## src/rtl/mem_access_pkg.sv

```systemverilog
// Shared encodings for the load/store unit: access sizes and FSM states.
package mem_access_pkg;

    localparam logic [1:0] SIZE_BYTE = 2'b00;
    localparam logic [1:0] SIZE_HALF = 2'b01;
    localparam logic [1:0] SIZE_WORD = 2'b10;

    typedef enum logic [2:0] {
        ST_IDLE     = 3'd0,
        ST_RD       = 3'd1,
        ST_RD_WAIT  = 3'd2,
        ST_RMW_RD   = 3'd3,
        ST_RMW_WAIT = 3'd4,
        ST_WR       = 3'd5
    } state_t;

    // Alignment fault for a given size and low address bits; size 11 always faults.
    function automatic logic align_fault(input logic [1:0] size, input logic [1:0] offset);
        logic fault;
        case (size)
            SIZE_BYTE: fault = 1'b0;
            SIZE_HALF: fault = offset[0];
            SIZE_WORD: fault = |offset;
            default:   fault = 1'b1;
        endcase
        return fault;
    endfunction

endpackage

```

## src/rtl/mem_lane_align.sv

```systemverilog
// Little-endian lane handling: load extraction/extension and sub-word store merge.
module mem_lane_align
    import mem_access_pkg::*;
(
    input  logic [31:0] word,
    input  logic [1:0]  offset,
    input  logic [1:0]  size,
    input  logic        is_unsigned,
    input  logic [31:0] new_data,
    output logic [31:0] load_data,
    output logic [31:0] merged_word
);

    logic [7:0]  byte_s;
    logic [15:0] half_s;

    // Select the addressed byte and halfword lanes of the memory word.
    always_comb begin
        byte_s = word[{offset, 3'b000} +: 8];
        if (offset[1]) begin
            half_s = word[31:16];
        end else begin
            half_s = word[15:0];
        end
    end

    // Sign- or zero-extend the selected lane to a full load result.
    always_comb begin
        load_data = 32'h0000_0000;
        case (size)
            SIZE_BYTE: load_data = is_unsigned ? {24'h00_0000, byte_s} : {{24{byte_s[7]}}, byte_s};
            SIZE_HALF: load_data = is_unsigned ? {16'h0000, half_s} : {{16{half_s[15]}}, half_s};
            SIZE_WORD: load_data = word;
            default:   load_data = 32'h0000_0000;
        endcase
    end

    // Replace only the target lane of the old word with right-justified store data.
    always_comb begin
        merged_word = word;
        case (size)
            SIZE_BYTE: merged_word[{offset, 3'b000} +: 8] = new_data[7:0];
            SIZE_HALF: begin
                if (offset[1]) begin
                    merged_word[31:16] = new_data[15:0];
                end else begin
                    merged_word[15:0] = new_data[15:0];
                end
            end
            SIZE_WORD: merged_word = new_data;
            default:   merged_word = word;
        endcase
    end

endmodule

```

## src/rtl/mem_access_unit.sv

```systemverilog
// Load/store unit between the MEM stage and a word-addressed, 1-cycle-read data memory.
module mem_access_unit
    import mem_access_pkg::*;
#(
    parameter int DEPTH = 1024,
    parameter int IW    = 10
) (
    input  logic        clk,
    input  logic        reset,
    input  logic        req_valid,
    output logic        req_ready,
    input  logic        req_write,
    input  logic [1:0]  req_size,
    input  logic        req_unsigned,
    input  logic [31:0] req_addr,
    input  logic [31:0] req_wdata,
    output logic        resp_valid,
    output logic [31:0] resp_rdata,
    output logic        resp_err,
    output logic        mem_read,
    output logic        mem_write,
    output logic [31:0] mem_addr,
    output logic [31:0] mem_wdata,
    input  logic [31:0] mem_rdata
);

    localparam logic [31:0] ADDR_LIMIT = 32'(DEPTH * 4);

    state_t      state_r;
    logic [1:0]  size_r;
    logic [1:0]  offset_r;
    logic        unsigned_r;
    logic [31:0] wdata_r;
    logic        err_s;
    logic [31:0] load_data_s;
    logic [31:0] merged_s;

    // Request fault: misaligned, illegal size, or beyond the memory's byte range.
    always_comb begin
        err_s = align_fault(req_size, req_addr[1:0]) | (req_addr >= ADDR_LIMIT);
    end

    mem_lane_align u_align (
        .word        (mem_rdata),
        .offset      (offset_r),
        .size        (size_r),
        .is_unsigned (unsigned_r),
        .new_data    (wdata_r),
        .load_data   (load_data_s),
        .merged_word (merged_s)
    );

    // Control FSM: latches the request, sequences memory strobes, registers the response.
    always_ff @(posedge clk or posedge reset) begin
        if (reset) begin
            state_r    <= ST_IDLE;
            req_ready  <= 1'b1;
            size_r     <= 2'b00;
            offset_r   <= 2'b00;
            unsigned_r <= 1'b0;
            wdata_r    <= 32'h0000_0000;
            resp_valid <= 1'b0;
            resp_rdata <= 32'h0000_0000;
            resp_err   <= 1'b0;
            mem_read   <= 1'b0;
            mem_write  <= 1'b0;
            mem_addr   <= 32'h0000_0000;
            mem_wdata  <= 32'h0000_0000;
        end else begin
            resp_valid <= 1'b0;
            resp_err   <= 1'b0;
            resp_rdata <= 32'h0000_0000;
            mem_read   <= 1'b0;
            mem_write  <= 1'b0;
            case (state_r)
                ST_IDLE: begin
                    if (req_valid && err_s) begin
                        resp_valid <= 1'b1;
                        resp_err   <= 1'b1;
                    end else if (req_valid) begin
                        size_r     <= req_size;
                        offset_r   <= req_addr[1:0];
                        unsigned_r <= req_unsigned;
                        wdata_r    <= req_wdata;
                        mem_addr   <= {{(32 - IW){1'b0}}, req_addr[IW+1:2]};
                        req_ready  <= 1'b0;
                        if (req_write && (req_size == SIZE_WORD)) begin
                            mem_wdata <= req_wdata;
                            mem_write <= 1'b1;
                            state_r   <= ST_WR;
                        end else if (req_write) begin
                            mem_read <= 1'b1;
                            state_r  <= ST_RMW_RD;
                        end else begin
                            mem_read <= 1'b1;
                            state_r  <= ST_RD;
                        end
                    end else begin
                        state_r <= ST_IDLE;
                    end
                end
                ST_RD:       state_r <= ST_RD_WAIT;
                ST_RD_WAIT: begin
                    resp_rdata <= load_data_s;
                    resp_valid <= 1'b1;
                    req_ready  <= 1'b1;
                    state_r    <= ST_IDLE;
                end
                ST_RMW_RD:   state_r <= ST_RMW_WAIT;
                ST_RMW_WAIT: begin
                    mem_wdata <= merged_s;
                    mem_write <= 1'b1;
                    state_r   <= ST_WR;
                end
                ST_WR: begin
                    resp_valid <= 1'b1;
                    req_ready  <= 1'b1;
                    state_r    <= ST_IDLE;
                end
                default: begin
                    req_ready <= 1'b1;
                    state_r   <= ST_IDLE;
                end
            endcase
        end
    end

endmodule

```

## config.mk

```make
export PLATFORM = sky130hd
export DESIGN_NAME = mem_access_unit
export DESIGN_NICKNAME = d
export VERILOG_FILES = /design/src/rtl/mem_access_pkg.sv /design/src/rtl/mem_lane_align.sv /design/src/rtl/mem_access_unit.sv
export SDC_FILE = /design/constraint.sdc
export NUM_CORES = 1
export LEC_CHECK = 0
export CORE_MARGIN = 2
export CORE_UTILIZATION = 43
export DETAILED_ROUTE_END_ITERATION = 10
export PLACE_DENSITY = 0.81
export REMOVE_ABC_BUFFERS = 1
export SLEW_MARGIN = 20
export SYNTH_ARGS = -nofsm -noshare
export SYNTH_HDL_FRONTEND = slang
export SYNTH_SLANG_ARGS = --single-unit
export TNS_END_PERCENT = 10
```

## constraint.sdc

```tcl
create_clock -name clk -period 3.7 [get_ports clk]
set_input_delay 0.74 -clock clk [delete_from_list [all_inputs] [get_ports clk]]
set_output_delay 0.74 -clock clk [all_outputs]
set_load 0.01 [all_outputs]
```

# Yosys cells after proc, flatten, opt, wreduce, memory -nomap -nowiden
# Cells that the tools add are included.
op_classes:
  n_addsub: 1
  mul: 0
  n_div: 0
  magnitude_cmp: 1
  eq_ne: 12
  n_shift: 3
  muxes: 33
  n_bitwise: 3
  reduce_logical: 12
op_table:
  columns: ["operator", "n"]
  rows:
  - ["$mux W32", 6]
  - ["$pmux W32 S3", 2]
  - ["$pmux W32 S2", 1]
  - ["$mux W16", 3]
  - ["$bwmux W32", 1]
  - ["$ge A32 B13 Y1 const B", 1]
  - ["$shift A8 B7 Y32 const A", 1]
  - ["$shiftx A32 B6 Y8", 1]
  - ["$shiftx A8 B7 Y32", 1]
  - ["$pmux W3 S4", 1]
  - ["$mux W1", 11]
  - ["$mux W3", 3]
  - ["$neg A5 Y7", 1]
  - ["$eq A3 B2 Y1 const B", 2]
  - ["$eq A3 B3 Y1 const B", 2]
  - ["$ne A2 B2 Y1 const B", 3]
  - ["$pmux W1 S2", 3]
  - ["$reduce_and A3 Y1", 2]
  - ["$eq A2 B1 Y1 const B", 2]
  - ["$eq A2 B2 Y1 const B", 2]
  - ["$logic_not A2 Y1", 2]
  - ["$reduce_and A4 Y1", 1]
  - ["$reduce_or A2 Y1", 2]
  - ["$eq A3 B1 Y1 const B", 1]
  - ["other kinds (8)", 10]
totals:
  reg_bits: 119
  latch_bits: 0
  ramBits: 0
  rom_bits: 0
  inputBits: 103
  output_inout_bits: 101
  elab_cells: 78
  mem_count: 0

# Depth between registers and ports, before layout
# Gate-level depths: netlist (run 1).
logic_depth:
  word_depth: 6
  depth_mapped: 12
  ltp_nobuf: 7

# Cells and area by module
# Synthesis (run 1) repeated with hierarchy kept, for this count alone.
unflattened:
  cells_unflattened: 739
  area_unflattened_um2: 7460.9
by_module_without_submodules:
  columns: ["mod", "n_inst", "cells_per_inst", "area_per_inst_um2", "seq_area_each_um2"]
  rows:
  - ["mem_access_unit", 1, 424, 5159.9, 2979.1]
  - ["mem_lane_align", 1, 315, 2301.0, 0.0]

# Worst setup path after synthesis (run 1)
# OpenSTA, ideal clock, no wires.
synth_path:
  path_kind: "register to register"
  startpoint: "register offset_r[1]"
  endpoint: "register mem_wdata[16]"
  arrival_time_ns: 2.672
  slack_ns: 0.964
  path_stages_with_launch: 12
  synth_period_minus_slack_ns: 2.736
  path_cell_list: "dfrtp_1 -> buf_2 -> clkbuf_1 -> buf_2 -> inv_1 -> ha_1 -> clkbuf_1 -> nor4bb_1 -> a22o_1 -> nand2_1 -> a21oi_1 -> mux2_4"
synth_via:
  elab_chain_len: 5
  elab_cells_between_ends: 7
  classes_between: "1 x add/sub; 2 x shift; 4 x mux"
synth_lines:
  columns: ["item", "line_no", "rtl"]
  rows:
  - ["from (decl)", "mem_access_unit.sv:31", "logic [1:0] offset_r;"]
  - ["from (signal assigned)", "mem_access_unit.sv:82", "offset_r <= req_addr[1:0];"]
  - ["$neg A5 Y7", "mem_lane_align.sv:42", "SIZE_BYTE: merged_word[{offset, 3'b000} +: 8] = new_data[7:0];"]
  - ["$shiftx A8 B7 Y32 or $shift A8 B7 Y32 (tied branches)", "mem_lane_align.sv:42", null]
  - ["$bwmux W32", "mem_lane_align.sv:42", null]
  - ["$pmux W32 S3 *", "mem_lane_align.sv:41", "case (size)"]
  - ["$pmux W32 S2 *", "mem_access_unit.sv:75", "case (state_r)"]
  - ["to (signal assigned)", "mem_access_unit.sv:88", "mem_wdata <= req_wdata;"]
  - ["to (signal assigned)", "mem_access_unit.sv:111", "mem_wdata <= merged_s;"]
  - ["to (decl)", "mem_access_unit.sv:23", "output logic [31:0] mem_wdata,"]
# Every way passes the cells marked *; elsewhere a longest branch is shown, timed or not.
# A chain may end at the register's enable or synchronous reset.

# Worst setup path after layout (run 1)
layout_path:
  startpoint: "register offset_r[0]"
  endpoint: "register mem_wdata[24]"
layout_via:
  elab_chain_len: 5
  elab_cells_between_ends: 6
  classes_between: "1 x add/sub; 2 x shift; 3 x mux"
layout_lines:
  columns: ["item", "line_no"]
  rows:
  - ["$neg A5 Y7 *", "mem_lane_align.sv:42"]
  - ["$shiftx A8 B7 Y32 or $shift A8 B7 Y32 (tied branches)", "mem_lane_align.sv:42"]
  - ["$bwmux W32 *", "mem_lane_align.sv:42"]
  - ["$pmux W32 S3 *", "mem_lane_align.sv:41"]
  - ["$pmux W32 S2 *", "mem_access_unit.sv:75"]
# Marks and branches as above.

==> results.md, run 1 <==
- Die ar.: 16400 µm²
- Post-CTS Hold Buffers: 0
- Initial antenna violation count: 0
- Drt total wl: 20800 µm
- Setup WS post-layout: 662 ps
- Area grow syn2layout: 36.9%
- Cell taking the most area after synthesis: dfrtp_1
- Status: finished clean
- Worst min-delay path class: reg -> reg
- Peak supply drop: 0.304 mV
- Dpl cells: 970
- Worst Path Required: 4070 ps
- Worst-case clock skew: 8.90 ps
- Max Fclk: 329 MHz
- All-Layer GR Usage: 26.2%
- Global-route wire length before repair: 32600 µm
- Fin area: 9060 µm²
- # IOs: 204
- Worst Path Arrival: 3400 ps
- CTS H-tree lvls: 4
- Initial Util: 43.7%
- Die height: 128 µm
- Slowest cell on crit path: dfrtp_1
- CP Class: reg -> reg
- Post-Layout Cell Count: 1000
- DRC viols: 0
- Most frequent cells in the layout: clkdlybuf4s50_1 (181), dfrtp_1 (118), nand2_1 (62), a21oi_1 (61), mux2_1 (53)
- TritonRoute pass-1 iters: 6
- Post-synth top area share: 44.6%
- Final core occ: 59.8%
- EDFF count, synth: 0
- Tmin final: 3040 ps
- CP delay by family, top: simple AND/OR/NAND/NOR gates
- Root Driver: clkbuf_16
- Top FF cell, synth: dfrtp_1
- Vias in the first global route: 5820
- MaxCap Viol Count: 0
- Post-route ant nets: 0
- DR iter-0 viols: 668
- P_leak: 4.15 nW
- CP Max Fanout: 16
- # fillers: 1265
- Largest net degree at the start of global routing: 56
- Final Hold Vio Count: 0
- Clk buf depth: 2
- Clk slew on worst S/H paths: 60 ps
- Vias: 5826
- Synth area leaders: dfrtp_1 (45%), mux2_1 (9.0%), mux2_4 (6.1%)
- Dpl hpwl: 14300 µm
- Relative slew slack: 38.3%
- Asr flop ratio synth: 100%
- WL/cell: 20.8 µm
- Netlist cell types: 58
- Critical hold path startpoint: wdata_r[29]$_DFFE_PP0P_
- Reg-to-Reg Start: offset_r[0]$_DFFE_PP0P_
- Startpoint Class: flop
- Final setup viols: 0
- Synthesized cell area: 6620 µm²
- Setup_tns: 0 ps
- Final Net Count: 909
- Gr ovfl total: 0
- Placement Cell Area: 8520 µm²
- Slowest stage delay, CP: 710 ps
- Sequential share of the synthesized area: 45.0%
- Port Buffers: 181
- Resized cells post-CTS: 0
- Post-Synthesis Cells: 633
- Post-CTS Setup Bufs: 0
- RSZ-0062 raised after global routing: no
- Fin. max-slew vios: 0
- CTS Buf Count: 17
- Std-Cell Core Area: 15100 µm²
- Share of the clock period used by the worst path: 82.1%
- Syn. warnings: 0
- Layout cells sized above 1: 11.5%
- Clock sinks: 119
- Crit. End Element: flop
- Die X: 128 µm
- Critical-path cell list: inv_1, ha_1, nor4b_1, nor2b_1, buf_4, a21oi_1, o221ai_1, mux2_4
- R2R setup slack: 660 ps
- Worst-skew pair later-pin latency: 430 ps
- GPL Wtd Cong: 0.907
- Row cnt: 45
- DP Worst Slack: 566 ps
- CTS tree: built
- Multi-input logic area: 3300 µm²
- Most common cell after layout, fill and taps aside: clkdlybuf4s50_1
- PD cells: 346 nW/µm²
- Crit path launch: offset_r[0]$_DFFE_PP0P_
- Ant diodes: 0
- Worst Tran Pin Value: 924 ps
- Syn avg cell area: 10.5 µm²
- Vias/cell: 5.83
- CP bufs+invs: 2
- #FFs+latches synth: 119
- Sequential cell area: 2980 µm²
[power breakdown]
part           switching, W  internal, W
clock network      0.000588     0.000942
registers        0.00000596      0.00131
logic              0.000127     0.000155
total              0.000720      0.00241
[layer usage]
layer	up-vias	GRT usage, %	part of all wire, %
li1	2607	-	-
met1	2805	33.9	40
met2	350	40.8	46
met3	64	7.89	10
met4	0	11.4	3.8
met5	-	0	0
[final timing paths]
| kind | endpoint | cells past startpoint |
|---|---|---|
| max | mem_wdata[24]$_DFFE_PP0P_ | 8 |
| min | wdata_r[29]$_DFFE_PP0P_ | 1 |
| max reg2reg | mem_wdata[24]$_DFFE_PP0P_ | 8 |
| min reg2reg | wdata_r[29]$_DFFE_PP0P_ | 1 |
| max in group asynchronous | wdata_r[30]$_DFFE_PP0P_ | 3 |
| min in group asynchronous | mem_addr[6]$_DFFE_PP0P_ | 2 |
[cell type report]
cell class,count,share of cell area [%]
clock inverter,9,0.870
inverter,16,0.690
multi-input combinational,452,36.5
tap,188,2.60
sequential,119,32.9
clock buffer,21,5.08
timing repair buffer,195,21.4
[cells in the mapped netlist, types with 5 or more instances]
cell      instances
dfrtp_1         118
nand2_1          62
a21oi_1          61
mux2_1           53
nor2_1           53
mux2_4           27
a221oi_1         24
clkbuf_1         24
buf_4            22
a22oi_1          17
o21ai_0          16
buf_2            14
inv_1            14
nor2b_1          13
mux2i_1          11
nor4b_1           9
a222oi_1          8
mux2_2            8
o32ai_1           8
ha_1              5
o221ai_1          5
[stage by stage]
stage                     hold WS [ps]  power (W)
final                              483    0.00313
after detailed placement           468    0.00162
after global routing               498    0.00324
after floorplan                    450    0.00144
after global placement             461    0.00162
after CTS                          481    0.00315
[cell families (layout without fill, tap and decap cells)]
family / Yosys count / after routing / synth area share (%)
other: 1 / 22 / 0.0566
AOI/OAI and AO/OA: 158 / 158 / 16.3
buffers and inverters: 83 / 241 / 6.56
DFF: 119 / 119 / 45.0
and+or+nand+nor: 167 / 167 / 12.6
adders and majority gates: 5 / 5 / 0.945
muxes: 100 / 100 / 18.5
[state kept, by name (all words and copies together) (netlist names), 2 cells and up]
signal      flops
resp_rdata     32
mem_addr       10
state_r         3
size_r          2
offset_r        2
mem_wdata      32
wdata_r        32
Note: power is estimated with default switching activity, not from simulation.
==> run 2, diff against run 1 <==
--- a/config.mk
+++ b/config.mk
@@ -6,9 +6,9 @@
 export NUM_CORES = 1
 export LEC_CHECK = 0
 export CORE_MARGIN = 2
-export CORE_UTILIZATION = 43
+export CORE_UTILIZATION = 48
 export DETAILED_ROUTE_END_ITERATION = 10
-export PLACE_DENSITY = 0.81
+export PLACE_DENSITY = 0.86
 export REMOVE_ABC_BUFFERS = 1
 export SLEW_MARGIN = 20
 export SYNTH_ARGS = -nofsm -noshare
==> constraint.sdc (replaced) <==
create_clock -name clk -period 3 [get_ports clk]
set_input_delay 0.6 -clock clk [delete_from_list [all_inputs] [get_ports clk]]
set_output_delay 0.6 -clock clk [all_outputs]
set_load 0.01 [all_outputs]
==> run 2 against run 1 <==
The run now ends with DRC left. Sequential share of layout area is 0.45 points lower. Maximum frequency is 18% higher. Via count is 3.5% higher. Combinational power is 25% higher. Die area is 10% lower. Non-clock buffer count is 15 higher. Sequential cell count stayed put. Critical endpoint unchanged. Core utilization is 9.0 points higher. First-iteration DRC count is 9.9% lower. Clock-buffer cell count is 3 higher. Clock power is 29% higher. Final cell count is 0.50% higher.
==> results.md, run 2 (synthesized netlist as in run 1, its figures left out) <==
- Vias: 6028
- Largest net degree at the start of global routing: 52
- Layout cells sized above 1: 13.0%
- Std-Cell Core Area: 13300 µm²
- Ant diodes: 0
- Clock sinks: 119
- Die height: 121 µm
- Status: complete, but fails checks
- Area grow syn2layout: 38.8%
- Worst min-delay path class: in -> async
- Global-route wire length before repair: 34400 µm
- MaxCap Viol Count: 0
- Worst Tran Pin Value: 1050 ps
- DR iter-0 viols: 602
- CTS Buf Count: 17
- CP Max Fanout: 10
- Reg-to-Reg Start: offset_r[0]$_DFFE_PP0P_
- Die ar.: 14700 µm²
- Most common cell after layout, fill and taps aside: clkdlybuf4s50_1
- Max Fclk: 387 MHz
- Gr ovfl total: 0
- Crit path launch: offset_r[0]$_DFFE_PP0P_
- Post-route ant nets: 0
- Placement Cell Area: 8620 µm²
- P_leak: 4.25 nW
- R2R setup slack: 420 ps
- Post-CTS Hold Buffers: 0
- Clk buf depth: 2
- Worst-case clock skew: 4.36 ps
- Port Buffers: 181
- GPL Wtd Cong: 0.946
- Initial antenna violation count: 0
- # IOs: 204
- Setup crit end: mem_wdata[24]$_DFFE_PP0P_
- Final setup viols: 0
- WL/cell: 21.8 µm
- Post-CTS Setup Bufs: 0
- Fin. max-slew vios: 0
- Root Driver: clkbuf_16
- TritonRoute pass-1 iters: 9
- Crit. End Element: flop
- Resized cells post-CTS: 0
- Final Hold Vio Count: 0
- Setup_tns: 0 ps
- Vias in the first global route: 6331
- Startpoint Class: flop
- Die X: 121 µm
- Dpl hpwl: 15500 µm
- Row cnt: 42
- Vias/cell: 6.00
- Final Net Count: 924
- CTS H-tree lvls: 4
- Peak supply drop: 0.313 mV
- Failing checks: DRC
- Relative slew slack: 30.0%
- R2R Path End: mem_wdata[24]$_DFFE_PP0P_
- Biggest regs: mem_wdata: 32 flops, resp_rdata: 32 flops, wdata_r: 32 flops
- All-Layer GR Usage: 31.0%
- Clk slew on worst S/H paths: 50 ps
- Drt total wl: 21900 µm
- DRC viols: 1
- Worst Path Arrival: 2950 ps
- RSZ-0062 raised after global routing: no
- Most frequent cells in the layout: clkdlybuf4s50_1 (181), dfrtp_1 (118), nand2_1 (62), a21oi_1 (61)
- Fin area: 9190 µm²
- Worst Path Required: 3370 ps
- CTS tree: built
- Final core occ: 68.8%
- Worst-skew pair later-pin latency: 430 ps
- FF-to-FF path depth: 8
- Share of the clock period used by the worst path: 86.1%
- PD cells: 430 nW/µm²
- Tmin final: 2580 ps
- CP Class: reg -> reg
- Initial Util: 49.6%
## run 2: cell count changes in the layout (fill, tap and decap cells not counted)
| cell | before | now |
|---|---|---|
| buf_4 | 12 | 27 |
| clkbuf_8 | 2 | 5 |
| clkinv_4 | 1 | 0 |
| nor2_1 | 52 | 53 |
| nor2_2 | 1 | 0 |
| nor2b_1 | 12 | 13 |
| nor2b_2 | 1 | 0 |
## run 2: how the worst min path moves through the flow
stage                             from                      end  slack (ps)  cells after the start
2_1_floorplan  wdata_r[16]$_DFFE_PP0P_  wdata_r[16]$_DFFE_PP0P_         450                      1
3_3_place_gp   wdata_r[29]$_DFFE_PP0P_  wdata_r[29]$_DFFE_PP0P_         460                      1
3_5_place_dp   mem_addr[2]$_DFFE_PP0P_  mem_addr[2]$_DFFE_PP0P_         470                      1
4_1_cts                          reset  mem_addr[3]$_DFFE_PP0P_         490                      2
5_1_grt        wdata_r[27]$_DFFE_PP0P_  wdata_r[27]$_DFFE_PP0P_         500                      1
6_report                         reset  mem_addr[4]$_DFFE_PP0P_         480                      2
## run 2: layout make-up
cell class                 count  area, µm²
clock buffer                  24        502
clock inverter                 8       70.1
fill                         979       4160
inverter                      16       62.6
multi-input combinational    452       3300
sequential                   119       2980
tap                          176        220
timing repair buffer         210       2050
## run 2: metrics by stage
stage	cells	setup WS, ps	hold WS, ps	total power, W
after floorplan	587	-1500	450	0.00177
after global placement	973	180	461	0.00200
after detailed placement	973	147	475	0.00200
after CTS	1005	513	486	0.00396
after global routing	1005	331	496	0.00407
final	1005	416	482	0.00395
## run 2: metal layers
metal / routed length [µm] / track usage (%) / vias to the layer above
met5: 0 / 0 / -
met4: 717 / 12.8 / 0
met3: 1950 / 6.86 / 60
met2: 10600 / 50.1 / 386
met1: 8680 / 40.4 / 2942
li1: - / - / 2640
## run 2: critical path, cell delays in order (launching register included)
cell and delay [ps]:
dfrtp_1 370, inv_1 200, ha_1 370, nor4b_1 410, nor2b_1 400, buf_4 250
a21oi_1 100, o221ai_1 230, mux2_4 190
## run 2: power breakdown
part / internal, W / switching (W)
combinational: 0.000193 / 0.000160
clock: 0.00124 / 0.000735
sequential: 0.00162 / 0.00000754
total: 0.00305 / 0.000902
